<file path="config.mk">
export PLATFORM = sky130hd
export DESIGN_NAME = unified_mem_arbiter_flat
export DESIGN_NICKNAME = d
export VERILOG_FILES = /design/src/rtl/unified_mem_arbiter_if.sv /design/src/rtl/unified_mem_arbiter.sv /design/src/flat_wrapper.sv
export SDC_FILE = /design/constraint.sdc
export NUM_CORES = 1
export LEC_CHECK = 0
export BUFFER_PORTS_ARGS = -buffer_cell sky130_fd_sc_hd__buf_2
export CORE_ASPECT_RATIO = 0.5
export CORE_UTILIZATION = 42
export DETAILED_ROUTE_END_ITERATION = 8
export PLACE_DENSITY = 0.72
export SLEW_MARGIN = 20
export SYNTH_ARGS = -nofsm -noshare
export SYNTH_HDL_FRONTEND = slang
export SYNTH_SLANG_ARGS = --single-unit
</file>
<file path="constraint.sdc">
create_clock -name Clk -period 1.9 [get_ports Clk]
set_clock_uncertainty 0.05 [all_clocks]
set_input_delay 0.19 -clock Clk [delete_from_list [all_inputs] [get_ports Clk]]
set_output_delay 0.19 -clock Clk [all_outputs]
set_load 0.02 [all_outputs]
</file>
<file path="src/rtl/unified_mem_arbiter_if.sv">
// Bus bundle between the CPU fetch/data ports, the arbiter and the unified memory.
// The slave view belongs to the arbiter; the master view to the CPU plus memory side.
interface unified_mem_arbiter_if #(
    parameter int WORD_SIZE = 16
);
    logic                 i_req;
    logic [WORD_SIZE-1:0] i_addr;
    logic [WORD_SIZE-1:0] i_rdata;
    logic                 i_ack;

    logic                 d_req;
    logic                 d_we;
    logic [WORD_SIZE-1:0] d_addr;
    logic [WORD_SIZE-1:0] d_wdata;
    logic [WORD_SIZE-1:0] d_rdata;
    logic                 d_ack;

    logic                 m_req;
    logic                 m_we;
    logic [WORD_SIZE-1:0] m_addr;
    logic [WORD_SIZE-1:0] m_wdata;
    logic [WORD_SIZE-1:0] m_rdata;

    modport slave (
        input  i_req, i_addr, d_req, d_we, d_addr, d_wdata, m_rdata,
        output i_rdata, i_ack, d_rdata, d_ack, m_req, m_we, m_addr, m_wdata
    );

    modport master (
        output i_req, i_addr, d_req, d_we, d_addr, d_wdata, m_rdata,
        input  i_rdata, i_ack, d_rdata, d_ack, m_req, m_we, m_addr, m_wdata
    );
endinterface

</file>
<file path="src/rtl/unified_mem_arbiter.sv">
// Shares one single-ported memory between the CPU fetch and data ports with a
// fixed-latency access sequence, data priority and a fetch starvation guard.
//
// state  | meaning
// IDLE   | sample requests, arbitrate, latch the winner's access
// ACCESS | m_req held for MEM_LATENCY cycles, read data captured on the last one
// DONE   | one-cycle ack to the owner, requests not sampled
module unified_mem_arbiter #(
    parameter int WORD_SIZE    = 16,
    parameter int MEM_LATENCY  = 2,
    parameter int STARVE_LIMIT = 3,
    parameter int CNT_WIDTH    = 16
) (
    input  logic                 Clk,
    input  logic                 Reset_N,
    unified_mem_arbiter_if.slave bus,
    output logic [CNT_WIDTH-1:0] conflict_cnt
);

    localparam int LAT_W = (MEM_LATENCY > 1) ? $clog2(MEM_LATENCY) : 1;
    localparam int STV_W = $clog2(STARVE_LIMIT + 1);

    typedef enum logic [1:0] {
        ST_IDLE   = 2'd0,
        ST_ACCESS = 2'd1,
        ST_DONE   = 2'd2
    } state_t;

    state_t                 r_state;
    state_t                 w_state_nxt;
    logic [LAT_W-1:0]       r_lat_cnt;
    logic [STV_W-1:0]       r_starve_cnt;
    logic                   r_owner_d;
    logic                   r_we;
    logic [WORD_SIZE-1:0]   r_addr;
    logic [WORD_SIZE-1:0]   r_wdata;
    logic [WORD_SIZE-1:0]   r_i_rdata;
    logic [WORD_SIZE-1:0]   r_d_rdata;
    logic [CNT_WIDTH-1:0]   r_conflict_cnt;

    logic w_both;
    logic w_starve_full;
    logic w_grant;
    logic w_grant_d;

    assign w_both        = bus.i_req & bus.d_req;
    assign w_starve_full = (r_starve_cnt == STV_W'(STARVE_LIMIT));

    always_ff @(posedge Clk) begin
        if (!Reset_N) begin
            r_state <= ST_IDLE;
        end else begin
            r_state <= w_state_nxt;
        end
    end

    always_comb begin
        w_state_nxt = r_state;
        w_grant     = 1'b0;
        w_grant_d   = 1'b0;
        case (r_state)
            ST_IDLE: begin
                if (bus.i_req | bus.d_req) begin
                    w_grant     = 1'b1;
                    // Data wins unless fetch has already lost STARVE_LIMIT contended rounds in a row.
                    w_grant_d   = bus.d_req & ~(w_both & w_starve_full);
                    w_state_nxt = ST_ACCESS;
                end
            end
            ST_ACCESS: begin
                if (r_lat_cnt == '0) begin
                    w_state_nxt = ST_DONE;
                end
            end
            ST_DONE: begin
                w_state_nxt = ST_IDLE;
            end
            default: begin
                w_state_nxt = ST_IDLE;
            end
        endcase
    end

    always_ff @(posedge Clk) begin
        if (!Reset_N) begin
            r_lat_cnt      <= '0;
            r_starve_cnt   <= '0;
            r_owner_d      <= 1'b0;
            r_we           <= 1'b0;
            r_addr         <= '0;
            r_wdata        <= '0;
            r_i_rdata      <= '0;
            r_d_rdata      <= '0;
            r_conflict_cnt <= '0;
        end else begin
            if (r_state == ST_IDLE) begin
                if (w_both && (r_conflict_cnt != '1)) begin
                    r_conflict_cnt <= r_conflict_cnt + CNT_WIDTH'(1);
                end
                if (w_grant) begin
                    r_owner_d <= w_grant_d;
                    r_we      <= w_grant_d & bus.d_we;
                    r_addr    <= w_grant_d ? bus.d_addr : bus.i_addr;
                    r_lat_cnt <= LAT_W'(MEM_LATENCY - 1);
                    if (w_grant_d) begin
                        r_wdata <= bus.d_wdata;
                    end
                    if (!w_grant_d) begin
                        r_starve_cnt <= '0;
                    end else if (w_both) begin
                        r_starve_cnt <= r_starve_cnt + STV_W'(1);
                    end
                end
            end else if (r_state == ST_ACCESS) begin
                if (r_lat_cnt == '0) begin
                    if (!r_we) begin
                        if (r_owner_d) begin
                            r_d_rdata <= bus.m_rdata;
                        end else begin
                            r_i_rdata <= bus.m_rdata;
                        end
                    end
                end else begin
                    r_lat_cnt <= r_lat_cnt - LAT_W'(1);
                end
            end
        end
    end

    assign bus.m_req     = (r_state == ST_ACCESS);
    assign bus.m_we      = (r_state == ST_ACCESS) & r_we;
    assign bus.m_addr    = r_addr;
    assign bus.m_wdata   = r_wdata;
    assign bus.i_ack     = (r_state == ST_DONE) & ~r_owner_d;
    assign bus.d_ack     = (r_state == ST_DONE) & r_owner_d;
    assign bus.i_rdata   = r_i_rdata;
    assign bus.d_rdata   = r_d_rdata;
    assign conflict_cnt  = r_conflict_cnt;

endmodule

</file>
<file path="src/flat_wrapper.sv">
// flat-port wrapper written by rule: the top's interface ports become plain ports
module unified_mem_arbiter_flat 
#(
    parameter int WORD_SIZE    = 16,
    parameter int MEM_LATENCY  = 2,
    parameter int STARVE_LIMIT = 3,
    parameter int CNT_WIDTH    = 16
)
  (Clk, Reset_N, conflict_cnt, bus_i_req, bus_i_addr, bus_d_req, bus_d_we, bus_d_addr, bus_d_wdata, bus_m_rdata, bus_i_rdata, bus_i_ack, bus_d_rdata, bus_d_ack, bus_m_req, bus_m_we, bus_m_addr, bus_m_wdata);
  unified_mem_arbiter_if #(.WORD_SIZE(WORD_SIZE)) bus_i ();
  input  logic Clk;
  input  logic Reset_N;
  output logic [CNT_WIDTH-1:0] conflict_cnt;
  input wire logic [$bits(bus_i.i_req)-1:0] bus_i_req;
  input wire logic [$bits(bus_i.i_addr)-1:0] bus_i_addr;
  input wire logic [$bits(bus_i.d_req)-1:0] bus_d_req;
  input wire logic [$bits(bus_i.d_we)-1:0] bus_d_we;
  input wire logic [$bits(bus_i.d_addr)-1:0] bus_d_addr;
  input wire logic [$bits(bus_i.d_wdata)-1:0] bus_d_wdata;
  input wire logic [$bits(bus_i.m_rdata)-1:0] bus_m_rdata;
  output wire logic [$bits(bus_i.i_rdata)-1:0] bus_i_rdata;
  output wire logic [$bits(bus_i.i_ack)-1:0] bus_i_ack;
  output wire logic [$bits(bus_i.d_rdata)-1:0] bus_d_rdata;
  output wire logic [$bits(bus_i.d_ack)-1:0] bus_d_ack;
  output wire logic [$bits(bus_i.m_req)-1:0] bus_m_req;
  output wire logic [$bits(bus_i.m_we)-1:0] bus_m_we;
  output wire logic [$bits(bus_i.m_addr)-1:0] bus_m_addr;
  output wire logic [$bits(bus_i.m_wdata)-1:0] bus_m_wdata;
  assign bus_i.i_req = bus_i_req;
  assign bus_i.i_addr = bus_i_addr;
  assign bus_i.d_req = bus_d_req;
  assign bus_i.d_we = bus_d_we;
  assign bus_i.d_addr = bus_d_addr;
  assign bus_i.d_wdata = bus_d_wdata;
  assign bus_i.m_rdata = bus_m_rdata;
  assign bus_i_rdata = bus_i.i_rdata;
  assign bus_i_ack = bus_i.i_ack;
  assign bus_d_rdata = bus_i.d_rdata;
  assign bus_d_ack = bus_i.d_ack;
  assign bus_m_req = bus_i.m_req;
  assign bus_m_we = bus_i.m_we;
  assign bus_m_addr = bus_i.m_addr;
  assign bus_m_wdata = bus_i.m_wdata;
  unified_mem_arbiter #(.WORD_SIZE(WORD_SIZE), .MEM_LATENCY(MEM_LATENCY), .STARVE_LIMIT(STARVE_LIMIT), .CNT_WIDTH(CNT_WIDTH)) u_core (.Clk(Clk), .Reset_N(Reset_N), .bus(bus_i), .conflict_cnt(conflict_cnt));
endmodule
</file>
==> results of run 1 <==
-- power by group --
group	leakage [uW]	switching [uW]	internal (uW)
registers	0.000710	63.0	1940
clock network	0.000173	699	1410
logic	0.00126	437	282
-- metal layers --
layer / part of all wire / track usage
met5: 0 / 0
met4: 0.011 / 0.0833
met3: 0.061 / 0.0655
met1: 0.46 / 0.237
met2: 0.47 / 0.354
-- critical path, cell delays in order, from the launching register on --
cell and delay [ns]:
dfxtp_1 0.34, and4bb_1 0.41, nand4_4 0.18, or4_1 0.49, a21oi_1 0.16
-- metrics by stage --
stage | hold WS, ns | instances
floorplan | 0.276 | 433
global placement | 0.376 | 686
detailed placement | 0.384 | 686
CTS | 0.0239 | 702
global route | 0.0346 | 702
finish | 0.0351 | 702
-- registers in the layout, indices dropped and copies added, names as in the netlist --
name	cells
u_core.r_starve_cnt	2
u_core.r_we	1
u_core.bus.m_addr	16
u_core.bus.d_rdata	16
u_core.r_lat_cnt	1
u_core.bus.m_wdata	16
u_core.r_state	2
u_core.bus.i_rdata	16
u_core.conflict_cnt	16
u_core.r_owner_d	1
-- cell usage after synthesis, drive strengths merged, types with 4 or more instances --
master	instances	area (um2)
a21oi	66	330
a311oi	16	140
buf	10	50.1
clkbuf	17	65.1
dfxtp	87	1740
nand2	141	529
nand3	4	20.0
nand4	11	83.8
nor2	21	78.8
o21ai	10	50.1
o31ai	4	30.0
or3	9	56.3
or4	5	37.5
-- how the worst min path moves through the flow --
| stage | from | endpoint | slack, ns |
|---|---|---|---|
| 6_report | bus_d_wdata[5] | u_core.bus.m_wdata[5]$_SDFFE_PN0P_ | 0.04 |
| 3_5_place_dp | bus_d_wdata[0] | u_core.bus.m_wdata[0]$_SDFFE_PN0P_ | 0.38 |
| 2_1_floorplan | bus_m_rdata[10] | u_core.bus.d_rdata[10]$_SDFFE_PN0P_ | 0.28 |
| 3_3_place_gp | bus_d_we | u_core.r_we$_SDFFE_PN0P_ | 0.38 |
| 4_1_cts | bus_d_wdata[5] | u_core.bus.m_wdata[5]$_SDFFE_PN0P_ | 0.02 |
| 5_1_grt | bus_d_wdata[4] | u_core.bus.m_wdata[4]$_SDFFE_PN0P_ | 0.03 |
-- area by class of cell --
| cell class | instances | share of cell area |
|---|---|---|
| Inverter | 3 | 0.00235 |
| Tap cell | 112 | 0.0292 |
| Timing Repair Buffer | 168 | 0.194 |
| Clock buffer | 10 | 0.0478 |
| Multi-Input combinational cell | 316 | 0.336 |
| Clock inverter | 6 | 0.0277 |
| Sequential cell | 87 | 0.363 |
-- cell families after synthesis --
logic type,after synthesis
AND/OR/NAND/NOR,211
AO/OA/AOI/OAI,101
flip-flops,87
buffers and inverters,30
multiplexers,2
adder cells (fa/ha/maj),2
-- what timing repair did --
| item | CTS | global route |
|---|---|---|
| gates resized for setup | 0 | 1 |
| hold buffers | 0 | 0 |
| endpoints found under the setup margin | 0 | 4 |
| endpoints found under the hold margin | 0 | 0 |
| setup buffers | 0 | 0 |
==> impl_results.md, run 1 <==
- Status: completed
- Clock buffer depth: 2
- Largest net degree at the start of global routing: 62
- Relative slew slack: 0.708
- Die area: 0.00866 mm2
- Yosys reg bits: 87
- Class of the worst hold path: primary input to flip-flop
- CTS Sinks: 87
- Compound-Gate Fraction of Synth Area: 0.170
- Worst Setup SP: u_core.r_state[0]$_SDFFE_PN0P_
- Netlist Area Pre-Place: 0.00347 mm2
- Worst r2r path cells: 4
- Setup tns final: 0 ns
- Post-synthesis mux area share: 0.00577
- TritonCTS clock tree: done
- Final Cycle Share: 0.896
- Min Tclk post-route: 1.70 ns
- Detailed Routing Iterations Pass 1: 4
- FMAX: 0.587 GHz
- Clock Pin Slew Worst Setup and Hold Paths: 0.06 ns
- Max H-tree Level: 3
- Yosys warning count: 0
- Antenna violations before repair: 0
- Adder-cell share of the synthesized area: 0.00721
- Final setup violation count: 0
- # DRC: 0
- Cell area after placement: 0.00443 mm2
- Crit path to: u_core.conflict_cnt[15]$_SDFFE_PN0P_
- Reg2reg start: u_core.r_state[0]$_SDFFE_PN0P_
- R2r setup slk: 0.20 ns
- Crit Path Category: flip-flop to flip-flop
- Port bufs: 152
- Crit Path Max Fanout: 8
- Combinational family with the most area after synthesis: simple AND/OR/NAND/NOR gates
- R2R Path End: u_core.conflict_cnt[15]$_SDFFE_PN0P_
- Tot Pwr: 4830 uW
- Max Cap Viol: 0
- Worst setup SP type: flip-flop
- Fillcell total: 748
- Final design area excluding fillers: 0.00479 mm2
- Clock tree root buffer cell: clkbuf_16
- Die W: 131 um
- Multi-input gate area: 0.00161 mm2
- Worst Tran Pin Value: 0.433 ns
- Required @ worst endpoint: 2.12 ns
- Area grow syn2layout: 38.1%
- Ys flop type: dfxtp_1
- Row cnt: 23
- Hold Crit Depth: 3
- Sequential area share after synthesis: 0.502
- Global route overflow: 0
- RSZ-0062 raised after global routing: false
- RD Place Congestion: 0.784
- First-pass GRT wire length: 13.8 mm
- Dpl hpwl: 6.14 mm
- Worst vdd ir: 0.000484 V
- CP Capture Type: flip-flop
- LEAKAGE: 0.00214 uW
- CP arrival: 1.92 ns
- Clk_lat worst skew: 0.34 ns
- Post-synthesis simple-gate area fraction: 0.279
- Post-Synthesis Cells: 433
- Final WL: 8.69 mm
- Ratio of cells with drive above 1 in the final layout: 0.320
- I/O pins: 153
- Ant diodes: 0
- Post-Route Utilization: 0.599
- Wirelength per Cell: 12.4 um
- Vias in the first global route: 3,051
- Mean Syn Cell Area: 8.02 um2
- Post-place setup slack: 0.0552 ns
- Register area: 0.00174 mm2
- Cell Pwr Density: 1010 mW/mm2
- Syn Nets: 504
- Final Hold Vio Count: 0
- Final WS setup: 0.197 ns
- Core area: 0.00800 mm2
- DIE HEIGHT: 66.3 um
- Max Slew Vio Count: 0
- Num CTS Buffers: 9
- Gr usage total: 0.205
- DRT antenna net count: 0
- Nets@finish: 656
- Initial core utilization: 0.434
- Via density: 4.90
- Unique cell type count in the Yosys netlist: 37
- Commonest non-fill, non-tap cell in the layout: buf_2
- DR vias: 3,443
- Commonest non-fill, non-tap cells in the layout: buf_2 (152), nand2_1 (141), dfxtp_1 (87)
- Number of synthesized flops with an enable pin: 0
- Xor-xnor portion of the synthesized cell area: 0
- Asr flop ratio synth: 0
- Initial drt markers: 138
Power figures use the tool's default switching activity.
==> inputs of run 2 (changes only) <==
- CTS_BUF_LIST: not set -> sky130_fd_sc_hd__clkbuf_4 sky130_fd_sc_hd__clkbuf_8
==> run 2 against run 1 <==
Compared with the run above:
- clock power is 21% lower
- worst setup slack worse by 0.017 ns
- sequential share of layout area is 0.32 points lower
- cell count is 2.0% higher
- first-iteration DRC count is 5.1% higher
- combinational power is 3.3% higher
- register-to-register slack worse by 0.02 ns
- die area stayed put
- fmax is 0.97% lower
==> impl_results.md, run 2 (same netlist as run 1, synthesis figures left out) <==
- Status: completed (unchanged)
- Crit Path Category: flip-flop to flip-flop (unchanged)
- Crit path buffers/inverters: 0 (unchanged)
- First-pass GRT wire length: 14.2 mm (was 13.8 mm)
- Setup tns final: 0 ns (unchanged)
- Nets@finish: 670 (was 656)
- FMAX: 0.581 GHz (was 0.587 GHz)
- Register area: 0.00174 mm2 (unchanged)
- Max Cap Viol: 0 (unchanged)
- Final Cycle Share: 0.905 (was 0.896)
- Core area: 0.00800 mm2 (unchanged)
- CP Cell Sequence: and4bb_1 > nand4_4 > or4_1 > a21oi_1 (unchanged)
- Final design area excluding fillers: 0.00484 mm2 (was 0.00479 mm2)
- DR vias: 3,511 (was 3,443)
- RSZ-0062 raised after global routing: false (unchanged)
- Commonest non-fill, non-tap cell in the layout: buf_2 (unchanged)
- Vias in the first global route: 3,152 (was 3,051)
- Dpl hpwl: 6.14 mm (unchanged)
- Slowest-stage cell, CP: or4_1 (unchanged)
- Wirelength per Cell: 12.5 um (was 12.4 um)
- CTS Sinks: 87 (unchanged)
- Global route overflow: 0 (unchanged)
- TritonCTS clock tree: done (unchanged)
- Slowest stage delay, CP: 0.49 ns (about the same)
- Commonest non-fill, non-tap cells in the layout: buf_2 (152), nand2_1 (141), dfxtp_1 (87) (unchanged)
- Die W: 131 um (unchanged)
- Cell family with most CP delay: simple AND/OR/NAND/NOR gates (unchanged)
- Relative slew slack: 0.712 (was 0.708)
- Antenna violations before repair: 0 (unchanged)
- Detailed Routing Iterations Pass 1: 4 (unchanged)
- Worst r2r path cells: 4 (unchanged)
- LEAKAGE: 0.00216 uW (was 0.00214 uW)
- # DRC: 0 (unchanged)
- Hold Crit Depth: 3 (unchanged)
- Worst setup SP type: flip-flop (unchanged)
- Cell Pwr Density: 910 mW/mm2 (was 1010 mW/mm2)
- Worst vdd ir: 0.000396 V (was 0.000484 V)
- Via density: 4.90 (about the same)
- Class of the worst hold path: primary input to flip-flop (unchanged)
- CP Depth: 4 (unchanged)
- Max H-tree Level: 3 (unchanged)
- Clock tree root buffer cell: clkbuf_8 (was clkbuf_16)
- CP arrival: 1.96 ns (was 1.92 ns)
- Num CTS Buffers: 9 (unchanged)
- Row cnt: 23 (unchanged)
- Gr usage total: 0.212 (was 0.205)
- Initial core utilization: 0.434 (unchanged)
- Multi-input gate area: 0.00161 mm2 (unchanged)
- Die area: 0.00866 mm2 (unchanged)
- Final WL: 8.93 mm (was 8.69 mm)
- Area grow syn2layout: 39.3% (was 38.1%)
- Max Slew Vio Count: 0 (unchanged)
- Final Hold Vio Count: 0 (unchanged)
- Final setup violation count: 0 (unchanged)
- Ant diodes: 0 (unchanged)
- Min Tclk post-route: 1.72 ns (was 1.70 ns)
- Required @ worst endpoint: 2.14 ns (was 2.12 ns)
- Largest net degree at the start of global routing: 62 (unchanged)
- I/O pins: 153 (unchanged)
- Ratio of cells with drive above 1 in the final layout: 0.315 (was 0.320)
- DRT antenna net count: 0 (unchanged)
- Clk_lat worst skew: 0.36 ns (was 0.34 ns)
- Port bufs: 152 (unchanged)
- Initial drt markers: 145 (was 138)
- Clock Pin Slew Worst Setup and Hold Paths: 0.08 ns (was 0.06 ns)
- Crit Path Max Fanout: 8 (unchanged)
- DIE HEIGHT: 66.3 um (unchanged)
- Cell area after placement: 0.00443 mm2 (unchanged)
- Clock buffer depth: 2 (unchanged)
- RD Place Congestion: 0.784 (unchanged)
- Worst Tran Pin Value: 0.427 ns (was 0.433 ns)
- CP Capture Type: flip-flop (unchanged)
- Fillcell total: 748 (unchanged)
[run 2: cell count changes in the layout (fill, tap and decap cells not counted), sizes merged]
cell,delta
dlygate4sd3,+14
[run 2: through the flow]
step / setup WS [ns] / hold WS, ns / std cells / util / power (uW)
floorplan: 0.131 / 0.276 / 433 / - / 2460
global placement: 0.0940 / 0.376 / 686 / 0.553 / 2750
detailed placement: 0.0552 / 0.384 / 686 / 0.553 / 2760
CTS: 0.0416 / 0.000659 / 716 / 0.604 / 4460
global route: 0.0478 / 0.00413 / 716 / 0.605 / 4630
finish: 0.180 / 0.0241 / 716 / 0.605 / 4400
[run 2: final timing paths]
| kind | from | to | slack [ns] |
|---|---|---|---|
| max | u_core.r_state[0]$_SDFFE_PN0P_ | u_core.conflict_cnt[15]$_SDFFE_PN0P_ | 0.18 |
| min | bus_d_wdata[7] | u_core.bus.m_wdata[7]$_SDFFE_PN0P_ | 0.02 |
| max reg2reg | u_core.r_state[0]$_SDFFE_PN0P_ | u_core.conflict_cnt[15]$_SDFFE_PN0P_ | 0.18 |
| min reg2reg | u_core.bus.i_rdata[1]$_SDFFE_PN0P_ | u_core.bus.i_rdata[1]$_SDFFE_PN0P_ | 0.40 |
[run 2: final cells by class]
type	instances	area share
clock buffer	10	0.0272
tap	112	0.0290
timing repair buffer	182	0.221
inverter	3	0.00233
clock inverter	6	0.0274
sequential	87	0.360
multi-input combinational	316	0.333
[run 2: tightest hold or removal path, delay by kind of cell]
| family | cells | cell delay, ns |
|---|---|---|
| buf+inv | 1 | 0.10 |
| simple gates | 1 | 0.05 |
| compound gates | 1 | 0.05 |
[run 2: power breakdown]
| group | total [uW] | switching [uW] | internal (uW) |
|---|---|---|---|
| Clock | 1660 | 643 | 1020 |
| Combinational | 742 | 442 | 300 |
| Sequential | 2000 | 63.5 | 1940 |
[run 2: what timing repair did]
item | in CTS | in global routing
hold buffers | 14 | 0
buffers inserted | 0 | 0
endpoints found under the setup margin | 0 | 4
hold endpoints to repair | 14 | 0
resized for setup | 0 | 1
[run 2: routing by layer]
metal / up-vias / track usage / part of all wire
met5: - / 0 / 0
met1: 1583 / 0.239 / 0.45
li1: 1829 / - / -
met4: 0 / 0.0905 / 0.013
met2: 89 / 0.373 / 0.48
met3: 10 / 0.0639 / 0.057
==> inputs of run 3 (changes only) <==
- PLACE_DENSITY: 0.72 -> 0.7
==> run 3 against run 2 <==
Compared with the run above:
- power shrank 2.7%
- worst hold slack worse by 0.0070 ns
- highest routed layer unchanged
- critical endpoint unchanged
- worst setup slack lost 0.0080 ns
- first-iteration DRC count is 49% higher
- final area hardly changed
- die area unchanged
==> impl_results.md, run 3 (same netlist as run 1, synthesis figures left out) <==
- Clock tree root buffer cell: clkbuf_8 (unchanged)
- Final WS setup: 0.172 ns (was 0.180 ns)
- Max Cap Viol: 0 (unchanged)
- Core area: 0.00800 mm2 (unchanged)
- Relative slew slack: 0.651 (was 0.712)
- Worst Tran Pin Value: 0.523 ns (was 0.427 ns)
- Worst setup SP type: flip-flop (unchanged)
- LEAKAGE: 0.00216 uW (about the same)
- Final setup violation count: 0 (unchanged)
- Row cnt: 23 (unchanged)
- Vias in the first global route: 2,952 (was 3,152)
- Final WL: 8.85 mm (was 8.93 mm)
- Wirelength per Cell: 12.3 um (was 12.5 um)
- TritonCTS clock tree: done (unchanged)
- Ant diodes: 0 (unchanged)
- Commonest non-fill, non-tap cells in the layout: buf_2 (152), nand2_1 (141), dfxtp_1 (87) (unchanged)
- RSZ-0062 raised after global routing: false (unchanged)
- Final Cycle Share: 0.909 (was 0.905)
- CP arrival: 1.98 ns (was 1.96 ns)
- Final Hold Vio Count: 0 (unchanged)
- RD Place Congestion: 0.790 (was 0.784)
- Port bufs: 152 (unchanged)
- Min Tclk post-route: 1.73 ns (was 1.72 ns)
- Slowest-stage cell, CP: or4_1 (unchanged)
- Dpl hpwl: 6.00 mm (was 6.14 mm)
- CP Cell Sequence: and4bb_1 > nand4_4 > or4_1 > a21oi_1 (unchanged)
- Nets@finish: 673 (was 670)
- DIE HEIGHT: 66.3 um (unchanged)
- Slowest stage delay, CP: 0.49 ns (about the same)
- Via density: 4.94 (was 4.90)
- Largest net degree at the start of global routing: 40 (was 62)
- CTS Sinks: 87 (unchanged)
- Detailed Routing Iterations Pass 1: 4 (unchanged)
- Num CTS Buffers: 9 (unchanged)
- Clk_lat worst skew: 0.36 ns (about the same)
- Gr usage total: 0.205 (was 0.212)
- # DRC: 0 (unchanged)
- Cell Pwr Density: 886 mW/mm2 (was 910 mW/mm2)
- Initial core utilization: 0.434 (unchanged)
- CP Capture Type: flip-flop (unchanged)
- Area grow syn2layout: 39.4% (was 39.3%)
- Die W: 131 um (unchanged)
- Post-place setup slack: 0.0589 ns (was 0.0552 ns)
- Required @ worst endpoint: 2.15 ns (was 2.14 ns)
- DR vias: 3,555 (was 3,511)
- Max Slew Vio Count: 0 (unchanged)
- I/O pins: 153 (unchanged)
- First-pass GRT wire length: 13.7 mm (was 14.2 mm)
- Global route overflow: 0 (unchanged)
- Class of the worst hold path: primary input to flip-flop (unchanged)
- Clock buffer depth: 2 (unchanged)
- Fillcell total: 751 (was 748)
- Crit Path Category: flip-flop to flip-flop (unchanged)
- Crit Path Max Fanout: 8 (unchanged)
- Clock Pin Slew Worst Setup and Hold Paths: 0.08 ns (about the same)
- Antenna violations before repair: 0 (unchanged)
- Worst vdd ir: 0.000431 V (was 0.000396 V)
- Die area: 0.00866 mm2 (unchanged)
- Initial drt markers: 216 (was 145)
- FMAX: 0.579 GHz (was 0.581 GHz)
- Worst hold slack: 0.0172 ns (was 0.0241 ns)
- Max H-tree Level: 3 (unchanged)
- Commonest non-fill, non-tap cell in the layout: buf_2 (unchanged)
- Setup tns final: 0 ns (unchanged)
- Ratio of cells with drive above 1 in the final layout: 0.311 (was 0.315)
- Status: completed (unchanged)
- DRT antenna net count: 0 (unchanged)
## run 3: power breakdown
| part | switching [uW] | internal [uW] | total (uW) |
|---|---|---|---|
| Clock | 679 | 877 | 1560 |
| Sequential | 63.4 | 1940 | 2000 |
| Combinational | 441 | 289 | 731 |
| Total | 1180 | 3100 | 4290 |
## run 3: area by class of cell
class,count,area [um2],share of cell area
Clock buffer,9,124,0.0256
Clock inverter,7,121,0.0251
Inverter,3,11.3,0.00233
Multi-Input combinational cell,316,1610,0.333
Sequential cell,87,1740,0.360
Tap cell,112,140,0.0290
Timing Repair Buffer,185,1090,0.225
## run 3: per-layer routing
layer  global-route usage  vias up  part of all wire
met5                    0        -                 0
met4               0.0733        0             0.011
met3               0.0688       11             0.062
met2                0.337       93              0.47
met1                0.250     1620              0.45
li1                     -     1831                 -
## run 3: final timing paths
kind	start	to	slack, ns	depth (start not counted)
max reg2reg	u_core.r_state[0]$_SDFFE_PN0P_	u_core.conflict_cnt[15]$_SDFFE_PN0P_	0.17	4
min	bus_d_wdata[14]	u_core.bus.m_wdata[14]$_SDFFE_PN0P_	0.02	3
min reg2reg	u_core.bus.m_wdata[9]$_SDFFE_PN0P_	u_core.bus.m_wdata[9]$_SDFFE_PN0P_	0.40	2
max	u_core.r_state[0]$_SDFFE_PN0P_	u_core.conflict_cnt[15]$_SDFFE_PN0P_	0.17	4
## run 3: stage by stage
stage          cell area, um2  power [uW]  cells  utilization
3_3_place_gp             4400        2740    684        0.550
5_1_grt                  4840        4490    719        0.605
2_1_floorplan            3470        2460    433            -
6_report                 4840        4290    719        0.605
4_1_cts                  4810        4330    716        0.601
3_5_place_dp             4400        2750    684        0.550
## run 3: worst max-delay path, delay by kind of cell, from the launching register on
family / cells / cell delay [ns]
compound gates: 1 / 0.14
simple gates: 3 / 1.13
flops: 1 / 0.34
## run 3: what timing repair did
action | CTS | global route
endpoints found under the hold margin | 16 | 3
setup endpoints to repair | 0 | 5
gates resized for setup | 0 | 1
buffers inserted | 0 | 1
hold buffers | 16 | 2
